`src/rtl/uart_ctrl_pkg.sv`:
```
// Shared types and helpers for the UART TX scheduler.
package uart_ctrl_pkg;

   localparam int BYTE_W = 8;

   typedef enum logic [1:0] {
      IDLE      = 2'd0,
      WAIT_DONE = 2'd1,
      GAP       = 2'd2
   } state_t;

   // Bits needed to count 0..value-1; never narrower than one bit.
   function automatic int cnt_width(input int value);
      int w;
      w = 1;
      for (int i = 1; i < 32; i++) begin
         if ((1 << i) < value) begin
            w = i + 1;
         end
      end
      return w;
   endfunction

endpackage

```
`src/rtl/uart_rr_arbiter.sv`:
```
// Combinational round-robin picker: first set request at or above the
// pointer, wrapping at N_REQ.
module uart_rr_arbiter
   import uart_ctrl_pkg::*;
#(
   parameter int N_REQ = 4,
   parameter int IDX_W = 2
) (
   input  logic [N_REQ-1:0] i_req,
   input  logic [IDX_W-1:0] i_ptr,
   output logic [IDX_W-1:0] o_winner,
   output logic             o_valid
);

   logic [IDX_W-1:0] w_cand;

   // Walk the requests starting at the pointer; the first hit wins.
   always_comb begin
      // NOTE: every combinational output gets a default first, so no path leaves it unassigned and no latch is inferred.
      o_winner = '0;
      o_valid  = 1'b0;
      w_cand   = '0;
      for (int i = 0; i < N_REQ; i++) begin
         w_cand = IDX_W'((int'(i_ptr) + i) % N_REQ);
         if (!o_valid && i_req[w_cand]) begin
            o_valid  = 1'b1;
            o_winner = w_cand;
         end
      end
   end

endmodule

```
`src/rtl/uart_tx_scheduler.sv`:
```
// Round-robin scheduler sharing one UART transmitter among N_REQ byte
// requesters. One byte per grant; done edge or timeout ends the grant.
// Optional loopback byte check enabled by macro UART_LOOPBACK_CHECK_EN.
module uart_tx_scheduler
   import uart_ctrl_pkg::*;
#(
   parameter int N_REQ          = 4,
   parameter int GAP_CYCLES     = 2,
   parameter int TIMEOUT_CYCLES = 4096
) (
   input  logic                    clk,
   input  logic                    rst_n,
   input  logic [N_REQ-1:0]        req,
   input  logic [BYTE_W*N_REQ-1:0] req_data,
   output logic [N_REQ-1:0]        ack,
   output logic [N_REQ-1:0]        err,
   output logic [N_REQ-1:0]        grant,
   output logic                    busy,
   output logic                    tx_start,
   output logic [BYTE_W-1:0]       tx_data,
`ifdef UART_LOOPBACK_CHECK_EN
   input  logic [BYTE_W-1:0]       rx_data,
   input  logic                    rx_done,
   output logic                    mismatch,
   output logic [7:0]              err_cnt,
`endif
   input  logic                    tx_done
);

   localparam int IDX_W = cnt_width(N_REQ);
   localparam int CNT_W = cnt_width(TIMEOUT_CYCLES);
   localparam int GAP_W = cnt_width(GAP_CYCLES);
   localparam logic [CNT_W-1:0] TO_LAST  = CNT_W'(TIMEOUT_CYCLES - 1);
   localparam logic [GAP_W-1:0] GAP_LAST = GAP_W'((GAP_CYCLES > 0) ? GAP_CYCLES - 1 : 0);
   localparam logic [IDX_W-1:0] IDX_LAST = IDX_W'(N_REQ - 1);

   state_t             r_state;
   state_t             w_next_state;
   logic [IDX_W-1:0]   r_ptr;
   logic [IDX_W-1:0]   r_owner;
   logic [BYTE_W-1:0]  r_tx_data;
   logic [CNT_W-1:0]   r_cnt;
   logic [GAP_W-1:0]   r_gap_cnt;
   logic               r_tx_done_q;
   logic [N_REQ-1:0]   r_ack;
   logic [N_REQ-1:0]   r_err;
   logic [IDX_W-1:0]   w_winner;
   logic               w_valid;
   logic               w_done_rise;
   logic               w_timeout;
   logic [IDX_W-1:0]   w_ptr_next;

   uart_rr_arbiter #(
      .N_REQ (N_REQ),
      .IDX_W (IDX_W)
   ) u_arb (
      .i_req    (req),
      .i_ptr    (r_ptr),
      .o_winner (w_winner),
      .o_valid  (w_valid)
   );

   // A done level already high when the grant starts never produces a rise.
   assign w_done_rise = tx_done & ~r_tx_done_q;
   assign w_timeout   = (r_cnt == TO_LAST);
   assign w_ptr_next  = (r_owner == IDX_LAST) ? '0 : r_owner + 1'b1;

   // State register.
   always_ff @(posedge clk or negedge rst_n) begin
      if (!rst_n) begin
         r_state <= IDLE;
      end else begin
         // NOTE: sequential state uses non-blocking assignments so every register samples pre-edge values.
         r_state <= w_next_state;
      end
   end

   // Next-state logic.
   always_comb begin
      w_next_state = r_state;
      case (r_state)
         IDLE: begin
            if (w_valid) w_next_state = WAIT_DONE;
         end
         WAIT_DONE: begin
            if (w_done_rise || w_timeout) begin
               w_next_state = (GAP_CYCLES == 0) ? IDLE : GAP;
            end
         end
         GAP: begin
            if (r_gap_cnt == GAP_LAST) w_next_state = IDLE;
         end
         default: w_next_state = IDLE;
      endcase
   end

   // Output decode; grant and start are only live while a byte is in flight.
   always_comb begin
      grant    = '0;
      tx_start = (r_state == WAIT_DONE);
      busy     = (r_state != IDLE);
      ack      = r_ack;
      err      = r_err;
      tx_data  = r_tx_data;
      if (r_state == WAIT_DONE) grant[r_owner] = 1'b1;
   end

   // Done edge detector history.
   always_ff @(posedge clk or negedge rst_n) begin
      if (!rst_n) begin
         r_tx_done_q <= 1'b0;
      end else begin
         r_tx_done_q <= tx_done;
      end
   end

   // Winner latch, timeout/gap counters, pointer and ack/err pulses.
   always_ff @(posedge clk or negedge rst_n) begin
      if (!rst_n) begin
         r_ptr     <= '0;
         r_owner   <= '0;
         r_tx_data <= '0;
         r_cnt     <= '0;
         r_gap_cnt <= '0;
         r_ack     <= '0;
         r_err     <= '0;
      end else begin
         r_ack <= '0;
         r_err <= '0;
         case (r_state)
            IDLE: begin
               if (w_valid) begin
                  r_owner   <= w_winner;
                  r_tx_data <= req_data[int'(w_winner)*BYTE_W +: BYTE_W];
                  r_cnt     <= '0;
               end
            end
            WAIT_DONE: begin
               // Done is tested first so it wins over a coincident timeout.
               if (w_done_rise) begin
                  r_ack[r_owner] <= 1'b1;
                  r_ptr          <= w_ptr_next;
                  r_gap_cnt      <= '0;
               end else if (w_timeout) begin
                  r_err[r_owner] <= 1'b1;
                  r_ptr          <= w_ptr_next;
                  r_gap_cnt      <= '0;
               end else begin
                  r_cnt <= r_cnt + 1'b1;
               end
            end
            GAP: begin
               r_gap_cnt <= r_gap_cnt + 1'b1;
            end
            default: ;
         endcase
      end
   end

`ifdef UART_LOOPBACK_CHECK_EN
   logic       r_rx_done_q;
   logic       r_mismatch;
   logic [7:0] r_err_cnt;
   logic       w_rx_rise;

   assign w_rx_rise = rx_done & ~r_rx_done_q;
   assign mismatch  = r_mismatch;
   assign err_cnt   = r_err_cnt;

   // Compare echoed bytes against the byte in flight; count saturates.
   always_ff @(posedge clk or negedge rst_n) begin
      if (!rst_n) begin
         r_rx_done_q <= 1'b0;
         r_mismatch  <= 1'b0;
         r_err_cnt   <= '0;
      end else begin
         r_rx_done_q <= rx_done;
         r_mismatch  <= 1'b0;
         if (w_rx_rise && (r_state == WAIT_DONE || r_state == GAP) &&
             (rx_data != r_tx_data)) begin
            r_mismatch <= 1'b1;
            if (r_err_cnt != 8'hFF) r_err_cnt <= r_err_cnt + 1'b1;
         end
      end
   end
`endif

endmodule

```
`config.mk`:
```
export PLATFORM = sky130hd
export DESIGN_NAME = uart_tx_scheduler
export DESIGN_NICKNAME = d
export VERILOG_FILES = /design/src/rtl/uart_ctrl_pkg.sv /design/src/rtl/uart_rr_arbiter.sv /design/src/rtl/uart_tx_scheduler.sv
export SDC_FILE = /design/constraint.sdc
export NUM_CORES = 1
export LEC_CHECK = 0
export CELL_PAD_IN_SITES_DETAIL_PLACEMENT = 0
export CELL_PAD_IN_SITES_GLOBAL_PLACEMENT = 1
export CORE_MARGIN = 10
export CORE_UTILIZATION = 35
export CTS_CLUSTER_SIZE = 20
export DETAILED_ROUTE_END_ITERATION = 7
export PLACE_DENSITY_LB_ADDON = 0.05
export SLEW_MARGIN = 20
export SYNTH_ARGS = -nofsm -noshare
export SYNTH_HDL_FRONTEND = slang
export SYNTH_SLANG_ARGS = --single-unit
```
`constraint.sdc`:
```
create_clock -name clk -period 3 [get_ports clk]
set_clock_uncertainty 0.05 [all_clocks]
set_input_delay 0.6 -clock clk [delete_from_list [all_inputs] [get_ports clk]]
set_output_delay 0.6 -clock clk [all_outputs]
set_load 0.02 [all_outputs]
```
==> metrics.md, run 1 <==
| Metric | Value |
|---|---|
| Routed WL per cell | 17.6 µm |
| Die Width | 149 µm |
| DP HPWL | 12200 µm |
| Util after Layout | 43.9% |
| Vias | 5260 |
| Multi-input logic area | 0.00338 mm² |
| Vias in the first global route | 5236 |
| Critical setup path kind | reg2out |
| CP Data Arrival Time | 2190 ps |
| Global-route wire length before repair | 27700 µm |
| Worst setup EP type | output pin |
| FMAX | 352 MHz |
| Part of the cycle the worst path needs | 94.8% |
| Fin. Hold Viols | 0 |
| Hold Path Class | in2async |
| Final setup fails | 0 |
| Slew at the pin with the worst max-slew slack | 1080 ps |
| Final worst setup slack | 156 ps |
| Gr ovfl total | 0 |
| Max Buffers Root-to-Sink | 2 |
| Resized Gates After CTS | 0 |
| Syn_nets | 708 |
| ANT cells | 0 |
| Fill count | 1588 |
| Register area | 0.00228 mm² |
| Core area | 0.0165 mm² |
| Sequential share of the synthesized area | 38.9% |
| Critical path peak fanout | 4 |
| Clock latency on the worst-skew pair | 350 ps |
| Mapped Area | 0.00586 mm² |
| Max cap viols | 0 |
| Nets | 785 |
| H-tree Lvls | 3 |
| RR Endpoint | tx_data[7]$_DFFE_PN0P_ |
| Critical path required time | 2350 ps |
| Worst Reg2Reg Path Length in Cells | 8 |
| Synth Register Bits | 91 |
| CTS buffer count | 9 |
| Reg2reg setup slack | 300 ps |
| Unrepaired setup endpoints after global routing | no |
| Post-Synthesis Cells | 653 |
| Yosys warning count | 0 |
| Residual DRC | 0 |
| Starting Density | 35.5% |
| Via density | 5.51 |
| Clk root buf | clkbuf_16 |
| Clk slew on worst S/H paths | 70 ps |
| Post-CTS Setup Bufs | 0 |
| Post-synth cell types | 66 |
| First-pass detailed-route iteration total | 4 |
| Drt total wl | 16800 µm |
| Leak | 2.87 nW |
| Commonest non-fill, non-tap cell in the layout | dfrtp_1 |
| Final RePlAce weighted congestion | 0.793 |
| Avg Cell Area, Syn | 8.97 µm² |
| Maximum vdd drop | 0.000224 V |
| Min cycle time layout | 2840 ps |
| DIE AREA | 0.0223 mm² |
| Status | complete, no violations |
| GRT Overall Usage | 15.3% |
| CTS Sinks | 91 |
| Commonest non-fill, non-tap cells in the layout | dfrtp_1 (91), nand2_1 (78), clkdlybuf4s50_1 (59), nor2_1 (53), o21ai_0 (38) |
| Row cnt | 47 |
| R2r startpoint | r_ptr[1]$_DFFE_PN0P_ |
| PD cells | 370 mW/mm² |
| Max-slew violation count | 0 |
| Ys async rst share | 100% |
| Headroom to the max-slew limit | 27.8% |
| CTS tree | done |
| Most frequently used flop master after synthesis | dfrtp_1 |
| Port Buffer Count | 60 |
| Share of cells above drive strength 1 | 12.4% |
| Die height | 149 µm |
| Routed Antenna Nets | 0 |
| Largest net degree at the start of global routing | 73 |
| Area grow syn2layout | 23.7% |
| Iter 0 DRT Violations | 345 |
| Initial antenna violation count | 0 |
| CP Launch Type | flip-flop |
| Cts hold-fix bufs | 0 |
| Pre-CTS setup slack | -127 ps |
| I/O pins | 61 |
| Post-synth EDFFs | 0 |
## cells by family after synthesis
group                      after synthesis  share of synthesized area, %
AOI/OAI and AO/OA                      159                          19.6
xor gates and xnor gates                23                          3.44
adders and majority gates               16                          3.42
buffers and inverters                   52                          3.61
DFF                                     91                          38.9
muxes                                   26                          5.44
and+or+nand+nor                        286                          25.6
## how the worst max path moves through the flow
stage | startpoint | end | depth (start not counted)
finish | r_state[1]$_DFFE_PN0P_ | grant[1] | 6
floorplan | r_ptr[0]$_DFFE_PN0P_ | tx_data[0]$_DFFE_PN0P_ | 13
detailed placement | req[0] | tx_data[7]$_DFFE_PN0P_ | 9
CTS | r_state[1]$_DFFE_PN0P_ | grant[1] | 6
global placement | req[0] | tx_data[6]$_DFFE_PN0P_ | 9
global route | r_state[1]$_DFFE_PN0P_ | grant[1] | 6
## report_power, final
part	switching (W)	total (W)	internal, W
combinational	0.0000979	0.000196	0.0000982
sequential	0.000000253	0.00123	0.00123
clock	0.000491	0.00126	0.000771
## registers in the layout, summed over array words and instances (netlist names)
register / cells
tx_data: 8
r_gap_cnt: 32
err: 4
r_state: 2
r_owner: 3
r_tx_done_q: 1
r_ptr: 5
r_cnt: 32
ack: 4
## critical path, cell delays in order, from the launching register on
cell and delay [ps]:
dfrtp_1 380, inv_1 120, ha_1 180, nor2b_1 290, nand2_1 180, inv_1 80
clkdlybuf4s50_1 600
## Yosys cell counts, types with 7 or more instances
cell type  number  area, µm²
a211oi_1       10       75.1
a21boi_0        8       60.1
a21oi_1        20        100
a221oi_1       14        123
and2_1         25        156
buf_2           7       35.0
clkbuf_1       21       78.8
dfrtp_1        91       2280
ha_1           16        200
inv_1          21       78.8
mux2_2          7       78.8
mux2i_1        15        150
nand2_1        78        293
nand2b_1        9       56.3
nand3_1        25        125
nand4_1        22        138
nor2_1         53        199
nor2b_1         8       50.1
nor3_1          9       45.0
nor4_1         15       93.8
o21ai_0        38        190
o31ai_1        18        135
xnor2_1        20        175
## per-stage QoR
step | cell area, µm² | power [W] | hold slack (ps) | std cells | TNS (ps)
after floorplan | 5880 | 0.00133 | 254 | 653 | 0
after global placement | 6920 | 0.00145 | 445 | 939 | -372
after detailed placement | 6920 | 0.00145 | 462 | 939 | -668
after CTS | 7250 | 0.00272 | 85.2 | 954 | 0
after global routing | 7250 | 0.00278 | 96.9 | 954 | 0
final | 7250 | 0.00269 | 78.3 | 954 | 0
## per-layer routing
layer / part of all wire, % / GRT usage (%)
met1: 48 / 20.3
met2: 46 / 24.7
met3: 4.2 / 2.40
met4: 1.8 / 5.59
met5: 0 / 0
## area by class of cell
cell class                      instances  share of cell area, %
Clock buffer                           11                   3.49
Clock inverter                          4                   1.02
Inverter                               21                   1.09
Multi-Input combinational cell        510                   46.6
Sequential cell                        91                   31.4
Tap cell                              220                   3.80
Timing Repair Buffer                   97                   12.6
Note: power is estimated with default switching activity, not from simulation.
==> inputs of run 2 (changes only) <==
--- a/config.mk
+++ b/config.mk
@@ -12,4 +12,5 @@
 export CTS_CLUSTER_SIZE = 20
 export DETAILED_ROUTE_END_ITERATION = 7
+export MAX_ROUTING_LAYER = met4
 export PLACE_DENSITY_LB_ADDON = 0.05
 export SLEW_MARGIN = 20
==> constraint.sdc (replaced) <==
create_clock -name clk -period 3 [get_ports clk]
set_clock_uncertainty 0.05 [all_clocks]
set_input_delay 0.6 -clock clk [delete_from_list [all_inputs] [get_ports clk]]
set_output_delay 0.6 -clock clk [all_outputs]
set_load 0.05 [all_outputs]
==> run 2 against run 1 <==
Compared with the run above:
- global-route usage rose by 0.42 points
- via count is 0.30% higher
- flip-flop and latch count stayed put
- core utilization hardly changed
- die area stayed put
- critical path depth rose by 3
- worst setup slack better by 65 ps
- sequential share of layout area barely moved
- cell area decreased by 0.10%
- largest cell class unchanged
- largest power group is now sequential cells
- highest routed layer unchanged
==> metrics.md, run 2 (synthesis results as in run 1) <==
| Metric | Value |
|---|---|
| Fin. Hold Viols | 0 |
| Commonest non-fill, non-tap cell in the layout | dfrtp_1 |
| Core area | 0.0165 mm² |
| Routed Antenna Nets | 0 |
| Status | complete, no violations |
| Grt met1 use | 20.7% |
| Initial antenna violation count | 0 |
| Port Buffer Count | 60 |
| Setup TNS | 0 ps |
| CP Data Arrival Time | 2970 ps |
| Residual DRC | 0 |
| DIE AREA | 0.0223 mm² |
| Clock latency on the worst-skew pair | 340 ps |
| CP Launch Type | input port |
| Iter 0 DRT Violations | 344 |
| Crit-path cells | clkdlybuf4s50_1, buf_4, nor4_1, buf_4, a21oi_1, nand2b_1, a21oi_1, a211oi_1, a31o_2 |
| H-tree Lvls | 3 |
| Slew at the pin with the worst max-slew slack | 922 ps |
| Clk root buf | clkbuf_16 |
| Fin Hold WS | 235 ps |
| Die Width | 149 µm |
| Multi-input logic area | 0.00338 mm² |
| Critical setup path kind | in2reg |
| Slowest CP cell | clkdlybuf4s50_1 |
| FMAX | 360 MHz |
| Critical path peak fanout | 7 |
| Commonest non-fill, non-tap cells in the layout | dfrtp_1 (91), nand2_1 (78), clkdlybuf4s50_1 (55), nor2_1 (53), o21ai_0 (38) |
| I/O pins | 61 |
| Headroom to the max-slew limit | 38.2% |
| CTS Sinks | 91 |
| PD cells | 352 mW/mm² |
| Routed WL per cell | 17.7 µm |
| GRT busiest layer | met2 |
| Part of the cycle the worst path needs | 92.6% |
| Die height | 149 µm |
| Final Instance Area | 0.00724 mm² |
| Max cap viols | 0 |
| CTS tree | done |
| Final setup fails | 0 |
| Unrepaired setup endpoints after global routing | no |
| Hold Path Class | in2async |
| Largest net degree at the start of global routing | 49 |
| Gr ovfl total | 0 |
| Worst setup EP type | flip-flop |
| Critical path required time | 3190 ps |
| Row cnt | 47 |
| Drt total wl | 16900 µm |
| Leak | 2.86 nW |
| Via density | 5.53 |
| Worst Reg2Reg Path Length in Cells | 8 |
| Max incr delay on CP | 570 ps |
| Share of cells above drive strength 1 | 12.7% |
| Vias | 5276 |
| Worst path depth | 9 |
| Max-slew violation count | 0 |
| Starting Density | 35.5% |
| Maximum vdd drop | 0.000203 V |
| Min cycle time layout | 2780 ps |
| Max Buffers Root-to-Sink | 2 |
| Area of placed instances | 0.00696 mm² |
| Nets | 786 |
| Clk slew on worst S/H paths | 70 ps |
| ANT cells | 0 |
| Final RePlAce weighted congestion | 0.828 |
| Post-CTS Setup Bufs | 0 |
| Area grow syn2layout | 23.6% |
| Global-route wire length before repair | 27900 µm |
| CP top delay family | compound AO/OA/AOI/OAI gates |
| Fill count | 1606 |
| DP HPWL | 12300 µm |
| Register area | 0.00228 mm² |
| GRT met3 Usage | 2.09% |
| Met2 track demand over resource | 24.7% |
| First-pass detailed-route iteration total | 4 |
| CTS buffer count | 9 |
| Reg2reg setup slack | 280 ps |
| Vias in the first global route | 5243 |
| Resized Gates After CTS | 0 |
| Worst Path Buf+Inv | 3 |
| Cts hold-fix bufs | 0 |
| GRT Overall Usage | 15.8% |
[run 2: cell count changes in the layout (fill, tap and decap cells not counted)]
cell / previous run / this run
clkbuf_8: 2 / 1
clkinv_2: 1 / 0
clkinvlp_4: 0 / 1
clkinv_4: 1 / 0
bufinv_16: 2 / 1
buf_12: 3 / 6
clkbuf_1: 0 / 2
buf_4: 35 / 37
clkdlybuf4s50_1: 59 / 55
[run 2: stage by stage]
stage	total power (W)	utilization, %	setup WS (ps)	cells
2_1_floorplan	0.00133	-	5.35	653
3_5_place_dp	0.00145	42.1	-108	940
3_3_place_gp	0.00145	42.1	-48.9	940
6_report	0.00255	43.8	221	954
4_1_cts	0.00259	43.8	220	954
5_1_grt	0.00266	43.8	56.0	954
[run 2: power by group]
group | internal (W) | switching (W) | total [W]
sequential | 0.00123 | 0.000000304 | 0.00123
clock | 0.000660 | 0.000466 | 0.00113
combinational | 0.0000971 | 0.0000974 | 0.000195
total | 0.00199 | 0.000564 | 0.00255
[run 2: final timing paths]
kind	end	startpoint
setup reg to reg	tx_data[4]$_DFFE_PN0P_	r_ptr[1]$_DFFE_PN0P_
hold / removal	r_gap_cnt[17]$_DFFE_PN0P_	rst_n
max in group asynchronous	tx_data[4]$_DFFE_PN0P_	rst_n
min in group clk	r_gap_cnt[16]$_DFFE_PN0P_	r_gap_cnt[16]$_DFFE_PN0P_
hold reg to reg	r_gap_cnt[16]$_DFFE_PN0P_	r_gap_cnt[16]$_DFFE_PN0P_
setup / recovery	r_cnt[21]$_DFFE_PN0P_	req[3]
[run 2: per-layer routing]
metal | share of wire [%] | wire (µm)
met5 | 0 | 0
met1 | 48 | 8120
met2 | 47 | 7940
met3 | 3.9 | 660
met4 | 1.1 | 178
[run 2: area by class of cell]
cell class	count	share of cell area (%)
clock buffer	12	3.40
clock inverter	2	0.518
sequential	91	31.4
inverter	21	1.09
multi-input combinational	510	46.7
tap	220	3.80
timing repair buffer	98	13.1
==> inputs of run 3 (changes only) <==
- REMOVE_ABC_BUFFERS: not set -> 1
==> run 3 against run 2 <==
Compared with the run above:
- register-to-register slack gained 30 ps
- non-clock buffer count is 5 higher
- cell area up 0.16%
- clock power is essentially flat
- clock-buffer cell count down 1
- power down 1.1%
- die area is the same
- first-iteration DRC count is 28% higher
==> metrics.md, run 3 (synthesis results as in run 1) <==
| Metric | Value |
|---|---|
| Largest net degree at the start of global routing | 44 |
| Commonest non-fill, non-tap cells in the layout | dfrtp_1 (91), nand2_1 (78), clkdlybuf4s50_1 (55), nor2_1 (53), buf_4 (43) |
| Iter 0 DRT Violations | 442 |
| Row cnt | 47 |
| PD cells | 347 mW/mm² |
| Crit path from | req[0] |
| ANT cells | 0 |
| Critical path required time | 3200 ps |
| Clk root buf | clkbuf_16 |
| Max cap viols | 0 |
| I/O pins | 61 |
| Final Instance Area | 0.00725 mm² |
| Nets | 791 |
| DP HPWL | 12400 µm |
| Commonest non-fill, non-tap cell in the layout | dfrtp_1 |
| FMAX | 363 MHz |
| Register area | 0.00228 mm² |
| Routed WL per cell | 17.7 µm |
| Die height | 149 µm |
| Clock latency on the worst-skew pair | 350 ps |
| CTS Sinks | 91 |
| Gr ovfl total | 0 |
| H-tree Lvls | 3 |
| RR Endpoint | r_gap_cnt[8]$_DFFE_PN0P_ |
| Slew at the pin with the worst max-slew slack | 642 ps |
| Routed Antenna Nets | 0 |
| Min cycle time layout | 2760 ps |
| Max Buffers Root-to-Sink | 2 |
| Worst Reg2Reg Path Length in Cells | 7 |
| Fin. Hold Viols | 0 |
| Via density | 5.54 |
| CTS tree | done |
| Port Buffer Count | 60 |
| Critical path peak fanout | 11 |
| Multi-input logic area | 0.00338 mm² |
| First-pass detailed-route iteration total | 5 |
| Leak | 2.87 nW |
| Max-slew violation count | 0 |
| Maximum vdd drop | 0.000282 V |
| Final worst setup slack | 241 ps |
| Reg2reg setup slack | 310 ps |
| Starting Density | 35.5% |
| CP Launch Type | input port |
| Worst setup EP type | flip-flop |
| GRT Overall Usage | 16.4% |
| Residual DRC | 0 |
| Util after Layout | 43.9% |
| Drt total wl | 17000 µm |
| Cts hold-fix bufs | 0 |
| Final RePlAce weighted congestion | 0.855 |
| Hold Path Class | in2async |
| Die Width | 149 µm |
| Pre-CTS setup slack | -84.5 ps |
| Area of placed instances | 0.00698 mm² |
| Status | complete, no violations |
| Final setup fails | 0 |
| Clk slew on worst S/H paths | 70 ps |
| Fill count | 1634 |
| Vias in the first global route | 5451 |
| Unrepaired setup endpoints after global routing | no |
| Part of the cycle the worst path needs | 92.0% |
| Core area | 0.0165 mm² |
| Critical setup path kind | in2reg |
| CP Data Arrival Time | 2950 ps |
| Global-route wire length before repair | 28900 µm |
| Area grow syn2layout | 23.8% |
| Initial antenna violation count | 0 |
| Vias | 5320 |
| Headroom to the max-slew limit | 57.2% |
| CTS buffer count | 9 |
| DIE AREA | 0.0223 mm² |
| Share of cells above drive strength 1 | 13.4% |
| Setup TNS | 0 ps |
| R2r startpoint | r_cnt[28]$_DFFE_PN0P_ |
## run 3: cell count changes in the layout (fill, tap and decap cells not counted), sizes merged
cell      before  now
clkbuf        12   11
clkinvlp       1    2
buf           43   48
bufinv         1    0
inv           21   22
clkinv         0    2
## run 3: area by class of cell
class	count	share of cell area, %
Sequential cell	91	31.4
Timing Repair Buffer	103	13.4
Clock inverter	5	0.517
Tap cell	220	3.79
Multi-Input combinational cell	510	46.6
Clock buffer	11	3.21
Inverter	21	1.09
## run 3: layer usage
layer	up-vias	share of wire [%]	wire length (µm)	global-route usage, %
li1	2581	-	-	-
met4	0	1.6	265	5.25
met1	2599	48	8080	21.3
met2	119	47	7980	25.4
met5	-	0	0	-
met3	21	3.8	649	2.70
## run 3: through the flow
stage | hold slack [ps] | total power [W] | std cells
2_1_floorplan | 254 | 0.00132 | 622
3_5_place_dp | 448 | 0.00145 | 945
4_1_cts | 234 | 0.00256 | 961
6_report | 222 | 0.00252 | 961
5_1_grt | 257 | 0.00263 | 961
3_3_place_gp | 436 | 0.00145 | 945
## run 3: timing repair
| action | 4_1_cts | 5_1_grt |
|---|---|---|
| setup buffers | 0 | 0 |
| resized for setup | 0 | 0 |
| setup endpoints to repair | 0 | 5 |
## run 3: report_power, final
| part | internal [W] | total, W | switching, W |
|---|---|---|---|
| Combinational | 0.0000966 | 0.000197 | 0.000100 |
| Clock | 0.000567 | 0.00110 | 0.000530 |
| Sequential | 0.00123 | 0.00123 | 0.000000250 |
| Total | 0.00189 | 0.00252 | 0.000631 |
## run 3: worst max path at each step
stage,end,depth (start not counted)
floorplan,r_cnt[4]$_DFFE_PN0P_,6
global placement,tx_data[0]$_DFFE_PN0P_,8
detailed placement,r_cnt[21]$_DFFE_PN0P_,7
CTS,r_gap_cnt[8]$_DFFE_PN0P_,7
global route,r_gap_cnt[12]$_DFFE_PN0P_,7
finish,r_cnt[21]$_DFFE_PN0P_,7
## run 3: critical path, cell delays in order
cell and delay [ps]:
clkdlybuf4s50_1 720, nor4_1 170, a21oi_1 360, nand2b_1 190, a21oi_1 510, a211oi_1 160, a31o_2 230
